<file path="config.mk">
export PLATFORM = sky130hd
export DESIGN_NAME = tag_packet_parser
export DESIGN_NICKNAME = d
export VERILOG_FILES = /design/src/rtl/tag_packet_parser.sv
export SDC_FILE = /design/constraint.sdc
export NUM_CORES = 1
export LEC_CHECK = 0
export ABC_AREA = 1
export BUFFER_PORTS_ARGS = -buffer_cell sky130_fd_sc_hd__buf_4
export CAP_MARGIN = 25
export CORE_MARGIN = 2
export CORE_UTILIZATION = 30
export CTS_BUF_LIST = sky130_fd_sc_hd__clkbuf_16
export CTS_CLUSTER_DIAMETER = 200
export DETAILED_ROUTE_END_ITERATION = 6
export GPL_TIMING_DRIVEN = 0
export SETUP_SLACK_MARGIN = 0.5
export SLEW_MARGIN = 20
export SYNTH_ARGS = -nofsm -noshare
export SYNTH_HDL_FRONTEND = slang
export SYNTH_SLANG_ARGS = --single-unit
</file>
<file path="constraint.sdc">
create_clock -name clk -period 17.1 [get_ports clk]
set_input_delay 5.13 -clock clk [delete_from_list [all_inputs] [get_ports clk]]
set_output_delay 5.13 -clock clk [all_outputs]
set_load 0.005 [all_outputs]
</file>
<file path="src/rtl/tag_packet_parser.sv">
// Tag packet consumer: checks framing of the 32-bit tag stream, splits it into a
// frame header and a stream of 4-word target records, and flags malformed packets.
module tag_packet_parser #(
    parameter logic [15:0] MAGIC = 16'h7A67
) (
    input  logic        clk,
    input  logic        rst,
    input  logic [31:0] tag_tdata,
    input  logic        tag_tvalid,
    input  logic        tag_tlast,
    output logic        tag_tready,
    output logic        hdr_valid,
    output logic [31:0] hdr_timestamp,
    output logic [15:0] hdr_hsize,
    output logic [15:0] hdr_vsize,
    output logic [15:0] hdr_count,
    output logic        tgt_valid,
    input  logic        tgt_ready,
    output logic [31:0] tgt_x,
    output logic [31:0] tgt_y,
    output logic [7:0]  tgt_level,
    output logic [23:0] tgt_size,
    output logic [31:0] tgt_index,
    output logic        pkt_done,
    output logic        pkt_ok,
    output logic        err_magic,
    output logic        err_length,
    output logic [15:0] err_cnt
);
    typedef enum logic [2:0] {S_HDR, S_TS, S_SIZE, S_T0, S_T1, S_T2, S_T3, S_DRAIN} state_t;

    state_t      state_q, state_d;
    logic [15:0] count_q, count_d, rec_cnt_q, rec_cnt_d, err_cnt_q, err_cnt_d;
    logic [31:0] ts_q, ts_d, x_stg_q, x_stg_d, y_stg_q, y_stg_d, ls_stg_q, ls_stg_d;
    logic [15:0] hsize_q, hsize_d, vsize_q, vsize_d;
    logic [31:0] tx_q, tx_d, ty_q, ty_d, tls_q, tls_d, tidx_q, tidx_d;
    logic        tgt_valid_q, tgt_valid_d, hdr_valid_q, hdr_valid_d;
    logic        pkt_done_q, pkt_done_d, pkt_ok_q, pkt_ok_d;
    logic        err_magic_q, err_magic_d, err_length_q, err_length_d;
    logic        acc, framed, last_exp;

    assign tag_tready = !tgt_valid_q || tgt_ready;
    assign acc        = tag_tvalid && tag_tready;

    // Word that must carry tlast: the size word of an empty packet, or the final record's index word.
    assign last_exp = (state_q == S_SIZE && count_q == 16'd0) ||
                      (state_q == S_T3 && (rec_cnt_q + 16'd1) == count_q);
    assign framed   = (state_q inside {S_TS, S_SIZE, S_T0, S_T1, S_T2, S_T3}) ||
                      (state_q == S_HDR && tag_tdata[31:16] == MAGIC);

    always_comb begin
        state_d      = state_q;
        count_d      = count_q;
        rec_cnt_d    = rec_cnt_q;
        ts_d         = ts_q;
        hsize_d      = hsize_q;
        vsize_d      = vsize_q;
        x_stg_d      = x_stg_q;
        y_stg_d      = y_stg_q;
        ls_stg_d     = ls_stg_q;
        tx_d         = tx_q;
        ty_d         = ty_q;
        tls_d        = tls_q;
        tidx_d       = tidx_q;
        tgt_valid_d  = tgt_valid_q && !tgt_ready;
        hdr_valid_d  = 1'b0;
        pkt_done_d   = 1'b0;
        pkt_ok_d     = 1'b0;
        err_magic_d  = 1'b0;
        err_length_d = 1'b0;
        if (acc) begin
            case (state_q)
                S_HDR: begin
                    if (tag_tdata[31:16] == MAGIC) begin
                        count_d = tag_tdata[15:0];
                        state_d = S_TS;
                    end else begin
                        err_magic_d = 1'b1;
                        pkt_done_d  = tag_tlast;
                        state_d     = tag_tlast ? S_HDR : S_DRAIN;
                    end
                end
                S_TS: begin
                    ts_d    = tag_tdata;
                    state_d = S_SIZE;
                end
                S_SIZE: begin
                    hsize_d     = tag_tdata[15:0];
                    vsize_d     = tag_tdata[31:16];
                    hdr_valid_d = 1'b1;
                    rec_cnt_d   = 16'd0;
                    state_d     = S_T0;
                end
                S_T0: begin x_stg_d  = tag_tdata; state_d = S_T1; end
                S_T1: begin y_stg_d  = tag_tdata; state_d = S_T2; end
                S_T2: begin ls_stg_d = tag_tdata; state_d = S_T3; end
                S_T3: begin
                    tx_d        = x_stg_q;
                    ty_d        = y_stg_q;
                    tls_d       = ls_stg_q;
                    tidx_d      = tag_tdata;
                    tgt_valid_d = 1'b1;
                    rec_cnt_d   = rec_cnt_q + 16'd1;
                    state_d     = S_T0;
                end
                default: begin
                    if (tag_tlast) begin
                        pkt_done_d = 1'b1;
                        state_d    = S_HDR;
                    end
                end
            endcase
            // Framing overrides the normal advance for words inside a recognised packet.
            if (framed) begin
                if (tag_tlast) begin
                    pkt_done_d   = 1'b1;
                    pkt_ok_d     = last_exp;
                    err_length_d = !last_exp;
                    state_d      = S_HDR;
                end else if (last_exp) begin
                    err_length_d = 1'b1;
                    state_d      = S_DRAIN;
                end
            end
        end
        err_cnt_d = err_cnt_q + {15'd0, err_magic_d || err_length_d};
    end

    always_ff @(posedge clk or posedge rst) begin
        if (rst) begin
            state_q      <= S_HDR;
            count_q      <= '0;
            rec_cnt_q    <= '0;
            err_cnt_q    <= '0;
            ts_q         <= '0;
            hsize_q      <= '0;
            vsize_q      <= '0;
            x_stg_q      <= '0;
            y_stg_q      <= '0;
            ls_stg_q     <= '0;
            tx_q         <= '0;
            ty_q         <= '0;
            tls_q        <= '0;
            tidx_q       <= '0;
            tgt_valid_q  <= 1'b0;
            hdr_valid_q  <= 1'b0;
            pkt_done_q   <= 1'b0;
            pkt_ok_q     <= 1'b0;
            err_magic_q  <= 1'b0;
            err_length_q <= 1'b0;
        end else begin
            state_q      <= state_d;
            count_q      <= count_d;
            rec_cnt_q    <= rec_cnt_d;
            err_cnt_q    <= err_cnt_d;
            ts_q         <= ts_d;
            hsize_q      <= hsize_d;
            vsize_q      <= vsize_d;
            x_stg_q      <= x_stg_d;
            y_stg_q      <= y_stg_d;
            ls_stg_q     <= ls_stg_d;
            tx_q         <= tx_d;
            ty_q         <= ty_d;
            tls_q        <= tls_d;
            tidx_q       <= tidx_d;
            tgt_valid_q  <= tgt_valid_d;
            hdr_valid_q  <= hdr_valid_d;
            pkt_done_q   <= pkt_done_d;
            pkt_ok_q     <= pkt_ok_d;
            err_magic_q  <= err_magic_d;
            err_length_q <= err_length_d;
        end
    end

    assign hdr_valid     = hdr_valid_q;
    assign hdr_timestamp = ts_q;
    assign hdr_hsize     = hsize_q;
    assign hdr_vsize     = vsize_q;
    assign hdr_count     = count_q;
    assign tgt_valid     = tgt_valid_q;
    assign tgt_x         = tx_q;
    assign tgt_y         = ty_q;
    assign tgt_level     = tls_q[7:0];
    assign tgt_size      = tls_q[31:8];
    assign tgt_index     = tidx_q;
    assign pkt_done      = pkt_done_q;
    assign pkt_ok        = pkt_ok_q;
    assign err_magic     = err_magic_q;
    assign err_length    = err_length_q;
    assign err_cnt       = err_cnt_q;
endmodule

</file>
==> results of run 1 <==
## placed cells by master (no fill, tap or decap), types with 13 or more instances in the layout
cell type | netlist | final
sky130_fd_sc_hd__nand2_1 | 294 | 294
sky130_fd_sc_hd__mux2_1 | 13 | 13
sky130_fd_sc_hd__o21ai_0 | 208 | 208
sky130_fd_sc_hd__nor2_1 | 36 | 36
sky130_fd_sc_hd__nand3_1 | 37 | 37
sky130_fd_sc_hd__dfrtp_1 | 345 | 345
sky130_fd_sc_hd__nand4_1 | 18 | 18
sky130_fd_sc_hd__o22ai_1 | 16 | 16
sky130_fd_sc_hd__buf_4 | 9 | 276
sky130_fd_sc_hd__mux2_2 | 83 | 83
sky130_fd_sc_hd__inv_1 | 71 | 75
sky130_fd_sc_hd__clkbuf_1 | 36 | 36
sky130_fd_sc_hd__clkbuf_16 | 0 | 41
## worst min-delay path: cells and delay by family (launching register included)
kind / cells / cell delay, ps
simple gates: 1 / 50
compound gates: 1 / 60
flops: 1 / 340
## through the flow
step | TNS, ps | cells | utilization (%)
after floorplan | 0 | 1239 | -
after global placement | -461010 | 2098 | 36.5
after detailed placement | 0 | 2101 | 36.7
after CTS | 0 | 2167 | 39.7
after global routing | 0 | 2167 | 39.7
final | 0 | 2168 | 39.7
## power groups by stage
stage	logic, W	registers, W	clock network (W)
floorplan	0.000434	0.00133	0
global placement	0.000923	0.00135	0
detailed placement	0.000943	0.00135	0
CTS	0.000948	0.00135	0.000891
global route	0.00104	0.00139	0.000924
finish	0.000931	0.00135	0.000869
## worst min path at each step
stage,endpoint,start,slack [ps],cells past startpoint
3_3_place_gp,ls_stg_q[27]$_DFFE_PP0P_,ls_stg_q[27]$_DFFE_PP0P_,460,2
6_report,ls_stg_q[27]$_DFFE_PP0P_,ls_stg_q[27]$_DFFE_PP0P_,480,2
3_5_place_dp,ls_stg_q[26]$_DFFE_PP0P_,ls_stg_q[26]$_DFFE_PP0P_,470,2
5_1_grt,ls_stg_q[3]$_DFFE_PP0P_,ls_stg_q[3]$_DFFE_PP0P_,500,2
4_1_cts,ls_stg_q[26]$_DFFE_PP0P_,ls_stg_q[26]$_DFFE_PP0P_,480,2
2_1_floorplan,ls_stg_q[14]$_DFFE_PP0P_,ls_stg_q[14]$_DFFE_PP0P_,450,2
## logic make-up after synthesis
logic type	count (synthesis)	synth area share, %
simple gates	412	13.2
mux	96	8.06
xor+xnor	14	0.914
buf+inv	132	4.04
compound gates	236	9.03
flops	345	64.4
fa+ha+maj	4	0.373
## cell type report
| type | instances | area (um2) |
|---|---|---|
| Fill cell | 4328 | 26700 |
| Tap cell | 592 | 741 |
| Inverter | 76 | 293 |
| Antenna cell | 1 | 2.50 |
| Buffer | 56 | 256 |
| Clock inverter | 25 | 292 |
| Multi-Input combinational cell | 762 | 4240 |
| Sequential cell | 345 | 8630 |
| Clock buffer | 41 | 1030 |
| Timing Repair Buffer | 270 | 2090 |
## flip-flops by register name (all words and copies together), names as in the netlist, 3 cells and up
signal         flops
tgt_index         32
hdr_count         16
ls_stg_q          32
rec_cnt_q         16
hdr_hsize         16
tgt_x             32
tls_q             32
hdr_timestamp     32
state_q            3
hdr_vsize         16
x_stg_q           32
err_cnt           16
y_stg_q           32
tgt_y             32
## metal layers
layer,vias up,wire length [um],share of wire (%),global-route usage [%]
met1,5142,18300,44,23.7
met2,295,19700,47,29.4
met4,0,1080,2.6,6.00
met3,64,2600,6.2,4.31
met5,-,0,0,0
li1,4738,-,-,-
==> out/qor.yml, run 1 <==
run_status: "finished clean"
cp_cell_sequence: "buf_4 > inv_1 > nand2_1 > buf_4"
syn-cell-area_um2: 13400
path_depth: 4
vias: 10200
detail_route.first_pass.iterations: 5
power.sequential.fraction_pct: 42.8
tightest_slew_ps: 749
final.period_utilization_pct: 62.4
dpl.hpwl_um: 29800
initial_core_util_pct: 30.3
row_count: 77
layout_nets: 1591
cts_setup_buffers: 0
io_pins: 268
remaining_drc_errors: 0
critPathLaunch: "tgt_ready"
synth_enable_flop_cells: 0
final-setup-viol-count: 0
grt_setup_unrepaired: "false"
critPathCapture: "tag_tready"
min_path_type: "reg2reg"
cpMaxStageDelayCell: "sky130_fd_sc_hd__buf_4"
max_slew_margin_pct: 50.0
postSynth.topFlopCell: "sky130_fd_sc_hd__dfrtp_1"
final_layout_size_suffix_gt1_share_pct: 28.5
cp-end-kind: "output pin"
cts_root_cell: "sky130_fd_sc_hd__clkbuf_16"
grt_first_pass_wirelength_um: 63900
synthesis.instances: 1239
ys_seq_area_share_pct: 64.4
critPathMostFrequentCell: "sky130_fd_sc_hd__buf_4"
synth.lib_cells_used.distinct: 35
finalWeightedCongestion: 0.826
worst-endpoint-required_ps: 11970
grt_start_max_net_pins: 109
critical_path.startpoint_type: "input port"
layout_setup_ws_ps: 6430
clk_latency_ps: 540
worst_hold_slack_ps: 480
coreArea_um2: 44200
max_stage_delay_ps: 160
synthTopCellsByCount: "345 x sky130_fd_sc_hd__dfrtp_1, 294 x sky130_fd_sc_hd__nand2_1, 208 x sky130_fd_sc_hd__o21ai_0"
grt_pass1_vias: 10500
synth_top_area_share_pct: 64.4
finalHoldViolations: 0
minimum_period_implied_by_the_final_worst_setup_slack_ps: 10670
crit_path_class: "in2out"
timing_max_transition_violations_final: 0
timing.critical_path.fanout_max: 3
ant_nets: 0
antenna_found_initial: 2
cts_repair_resize_count: 0
drt-initial-drc-count: 632
switching_power_w: 0.000984
die-area_um2: 46400
htree_num_levels: 2
worst-endpoint-arrival_ps: 5540
cellLeakagePower_nw: 8.76
dpl-instance-area_um2: 16200
power.switching_fraction_pct: 31.3
reg2reg_depth: 23
rrSetupSlack_ps: 13230
worst_ir_drop_vdd_mv: 0.109
grt_util_all_layers_pct: 18.0
synth_area_per_cell_um2: 10.8
clock_skew_ps: 14.9
dieHeight_um: 215
post-synth-top-count-cell: "sky130_fd_sc_hd__dfrtp_1"
synth_area_leader_cell: "sky130_fd_sc_hd__dfrtp_1"
int_power_w: 0.00216
synth.top_cells.by_area: "sky130_fd_sc_hd__dfrtp_1 64%, sky130_fd_sc_hd__nand2_1 8.2%, sky130_fd_sc_hd__o21ai_0 7.8%, sky130_fd_sc_hd__mux2_2 7.0%, sky130_fd_sc_hd__inv_1 2.0%"
power_frac_comb_pct: 29.6
clkSinkCount: 345
via_per_inst: 4.72
power_w: 0.00315
dieWidth_um: 215
max_clock_freq_ghz: 0.0938
buffers_plus_inverters_on_the_worst_setup_path: 3
synth-seq-cells: 345
wirelength_um: 41700
power-per-cell-area_nw_per_um2: 179
wl_per_cell_um: 19.2
gr-total-overflow: 0
design_area_um2: 17600
ys.warnings.count: 0
critical-path-top-delay-family: "buffers and inverters"
tritoncts_clock_tree: "yes"
max-cap-violations: 0
synth-async-reset-ratio_pct: 100
tritoncts.num_buffers: 39
numPortBuffers: 267
cts_hold_buf: 0
timing.rr.start: "rec_cnt_q[0]$_DFFE_PP0P_"
worstReg2RegEnd: "err_cnt[14]$_DFF_PP0_"
maximum_clock_path_buffer_count: 3
syn2layout_area_growth_pct: 31.0
detailedPlace.worstSlack_ps: 6430
clockPowerShare_pct: 27.6
clock_pin_transition_on_the_worst_setup_and_hold_timing_paths_ps: 60
post_syn_nets: 1280
Note: power is estimated with default switching activity, not from simulation.
==> run 2, diff against run 1 <==
==> constraint.sdc (replaced) <==
create_clock -name clk -period 11.07 [get_ports clk]
set_input_delay 3.321 -clock clk [delete_from_list [all_inputs] [get_ports clk]]
set_output_delay 3.321 -clock clk [all_outputs]
set_load 0.005 [all_outputs]
==> run 2 against run 1 <==
Net effect:
- via count decreased by 0.29%
- die area unchanged
- core utilization increased by 0.15 points
- routed wire length rose by 0.54%
- clock skew is 1.7 ps lower
- sequential share of layout area fell by 0.18 points
- largest cell class unchanged
==> out/qor.yml, run 2 (synthesized netlist as in run 1, its figures left out) <==
dr_wl_met3_um: 2670  # was 2600 um
dpl.cell_count: 2110  # was 2101
grt_first_pass_wirelength_um: 63700  # was 63900 um
tritoncts_clock_tree: "yes"  # unchanged
detail_route.first_pass.iterations: 5  # unchanged
tritoncts.num_buffers: 39  # unchanged
finalHoldViolations: 0  # unchanged
coreArea_um2: 44200  # unchanged
cts_root_cell: "sky130_fd_sc_hd__clkbuf_16"  # unchanged
syn2layout_area_growth_pct: 31.5  # was 31.0%
min_path_type: "reg2reg"  # unchanged
clockPowerShare_pct: 25.7  # was 27.6%
dieWidth_um: 215  # unchanged
timing_max_transition_violations_final: 0  # unchanged
max_clock_freq_ghz: 0.142
run_status: "finished clean"  # unchanged
gr-total-overflow: 0  # unchanged
worst-endpoint-required_ps: 7750  # was 11970 ps
wl_met2_um: 19900  # was 19700 um
cts_setup_buffers: 0  # unchanged
clkSinkCount: 345  # unchanged
cts_hold_buf: 0  # unchanged
int_power_w: 0.00322  # was 0.00216 W
worst-endpoint-arrival_ps: 3720  # was 5540 ps
power.sequential.fraction_pct: 43.8  # was 42.8%
dpl.hpwl_um: 30600  # was 29800 um
vias: 10200  # about the same
via_per_inst: 4.68  # was 4.72
wl_per_cell_um: 19.2  # about the same
cp_cell_sequence: "buf_4 > inv_1 > nand2_1 > buf_4"  # unchanged
cpMaxStageDelayCell: "sky130_fd_sc_hd__buf_4"  # unchanged
die-area_um2: 46400  # unchanged
final-setup-viol-count: 0  # unchanged
antenna_found_initial: 2  # unchanged
grt_pass1_vias: 10400  # was 10500
io_pins: 268  # unchanged
initial_core_util_pct: 30.3  # unchanged
tightest_slew_ps: 802  # was 749 ps
critPathMostFrequentCell: "sky130_fd_sc_hd__buf_4"  # unchanged
detail_route.wirelength.met1_um: 18200  # was 18300 um
timing.critical_path.fanout_max: 3  # unchanged
htree_num_levels: 2  # unchanged
clk_latency_ps: 550  # was 540 ps
final_cell_count_no_fill: 2182  # was 2168
clock_pin_transition_on_the_worst_setup_and_hold_timing_paths_ps: 50  # was 60 ps
final_layout_size_suffix_gt1_share_pct: 28.6  # was 28.5%
layout_commonest_cell: "sky130_fd_sc_hd__dfrtp_1"  # unchanged
cellLeakagePower_nw: 8.80  # was 8.76 nW
critical_path.startpoint_type: "input port"  # unchanged
max_slew_margin_pct: 46.4  # was 50.0%
power_frac_comb_pct: 30.5  # was 29.6%
crit_path_class: "in2out"  # unchanged
max-cap-violations: 0  # unchanged
clock_skew_ps: 13.2  # was 14.9 ps
power.switching_fraction_pct: 32.2  # was 31.3%
tns_ps: 0  # unchanged
dieHeight_um: 215  # unchanged
cts_repair_resize_count: 0  # unchanged
power-per-cell-area_nw_per_um2: 269  # was 179 nW/um2
numPortBuffers: 267  # unchanged
worst_ir_drop_vdd_mv: 0.162  # was 0.109 mV
grt_util_all_layers_pct: 18.1  # was 18.0%
switching_power_w: 0.00153  # was 0.000984 W
ant_nets: 0  # unchanged
most-common-layout-cells: "345 x sky130_fd_sc_hd__dfrtp_1, 294 x sky130_fd_sc_hd__nand2_1, 276 x sky130_fd_sc_hd__buf_4, 208 x sky130_fd_sc_hd__o21ai_0, 83 x sky130_fd_sc_hd__mux2_2"  # unchanged
layout_nets: 1600  # was 1591
finalWeightedCongestion: 0.829  # was 0.826
minimum_period_implied_by_the_final_worst_setup_slack_ps: 7040
final.period_utilization_pct: 63.6
grt_setup_unrepaired: "false"  # unchanged
power_w: 0.00475  # was 0.00315 W
row_count: 77  # unchanged
maximum_clock_path_buffer_count: 3  # unchanged
cp-end-kind: "output pin"  # unchanged
remaining_drc_errors: 0  # unchanged
wirelength_um: 41900  # was 41700 um
top_signal_layer_used: "met4"  # unchanged
max_stage_delay_ps: 160  # about the same
grt_start_max_net_pins: 36  # was 109
drt-initial-drc-count: 636  # was 632
[run 2: routing by layer]
metal,GRT usage (%),vias up
li1,-,4760
met1,23.4,5105
met2,29.7,283
met3,4.51,61
met4,6.11,0
met5,0,-
[run 2: metrics by stage]
step	hold slack (ps)	instance area [um2]	worst slack, ps	util, %
finish	471	17600	4030	39.9
floorplan	446	13400	3130	-
CTS	479	17600	4020	39.9
global placement	459	16200	1130	36.6
global route	505	17600	3980	39.9
detailed placement	467	16400	4020	37.2
[run 2: path summary, 6_finish.rpt]
check | startpoint | endpoint | slack (ps) | depth (start not counted)
worst max-delay path | tgt_ready | tag_tready | 4030 | 4
worst min-delay path | err_cnt[15]$_DFF_PP0_ | err_cnt[15]$_DFF_PP0_ | 470 | 1
worst max register to register | rec_cnt_q[0]$_DFFE_PP0P_ | err_cnt[15]$_DFF_PP0_ | 7200 | 22
worst min register to register | err_cnt[15]$_DFF_PP0_ | err_cnt[15]$_DFF_PP0_ | 470 | 1
max in group asynchronous | rst | tgt_x[19]$_DFFE_PP0P_ | 7040 | 6
min in group asynchronous | rst | hdr_hsize[6]$_DFFE_PP0P_ | 2840 | 2
[run 2: cell type report]
class / instances / area (um2)
Antenna cell: 2 / 5.00
Buffer: 56 / 256
Clock buffer: 40 / 1000
Clock inverter: 30 / 196
Fill cell: 4323 / 26600
Inverter: 76 / 289
Multi-Input combinational cell: 762 / 4240
Sequential cell: 345 / 8630
Tap cell: 592 / 741
Timing Repair Buffer: 279 / 2270
[run 2: power groups by stage]
stage	Clock (W)	Sequential [W]	Combinational (W)
after floorplan	0	0.00206	0.000670
after global placement	0	0.00208	0.00143
after detailed placement	0	0.00209	0.00148
after CTS	0.00125	0.00208	0.00148
after global routing	0.00131	0.00214	0.00161
final	0.00122	0.00208	0.00145
[run 2: worst max-delay path: cells and delay by family]
family	cells	cell delay [ps]
buffers and inverters	3	310
and+or+nand+nor	1	100
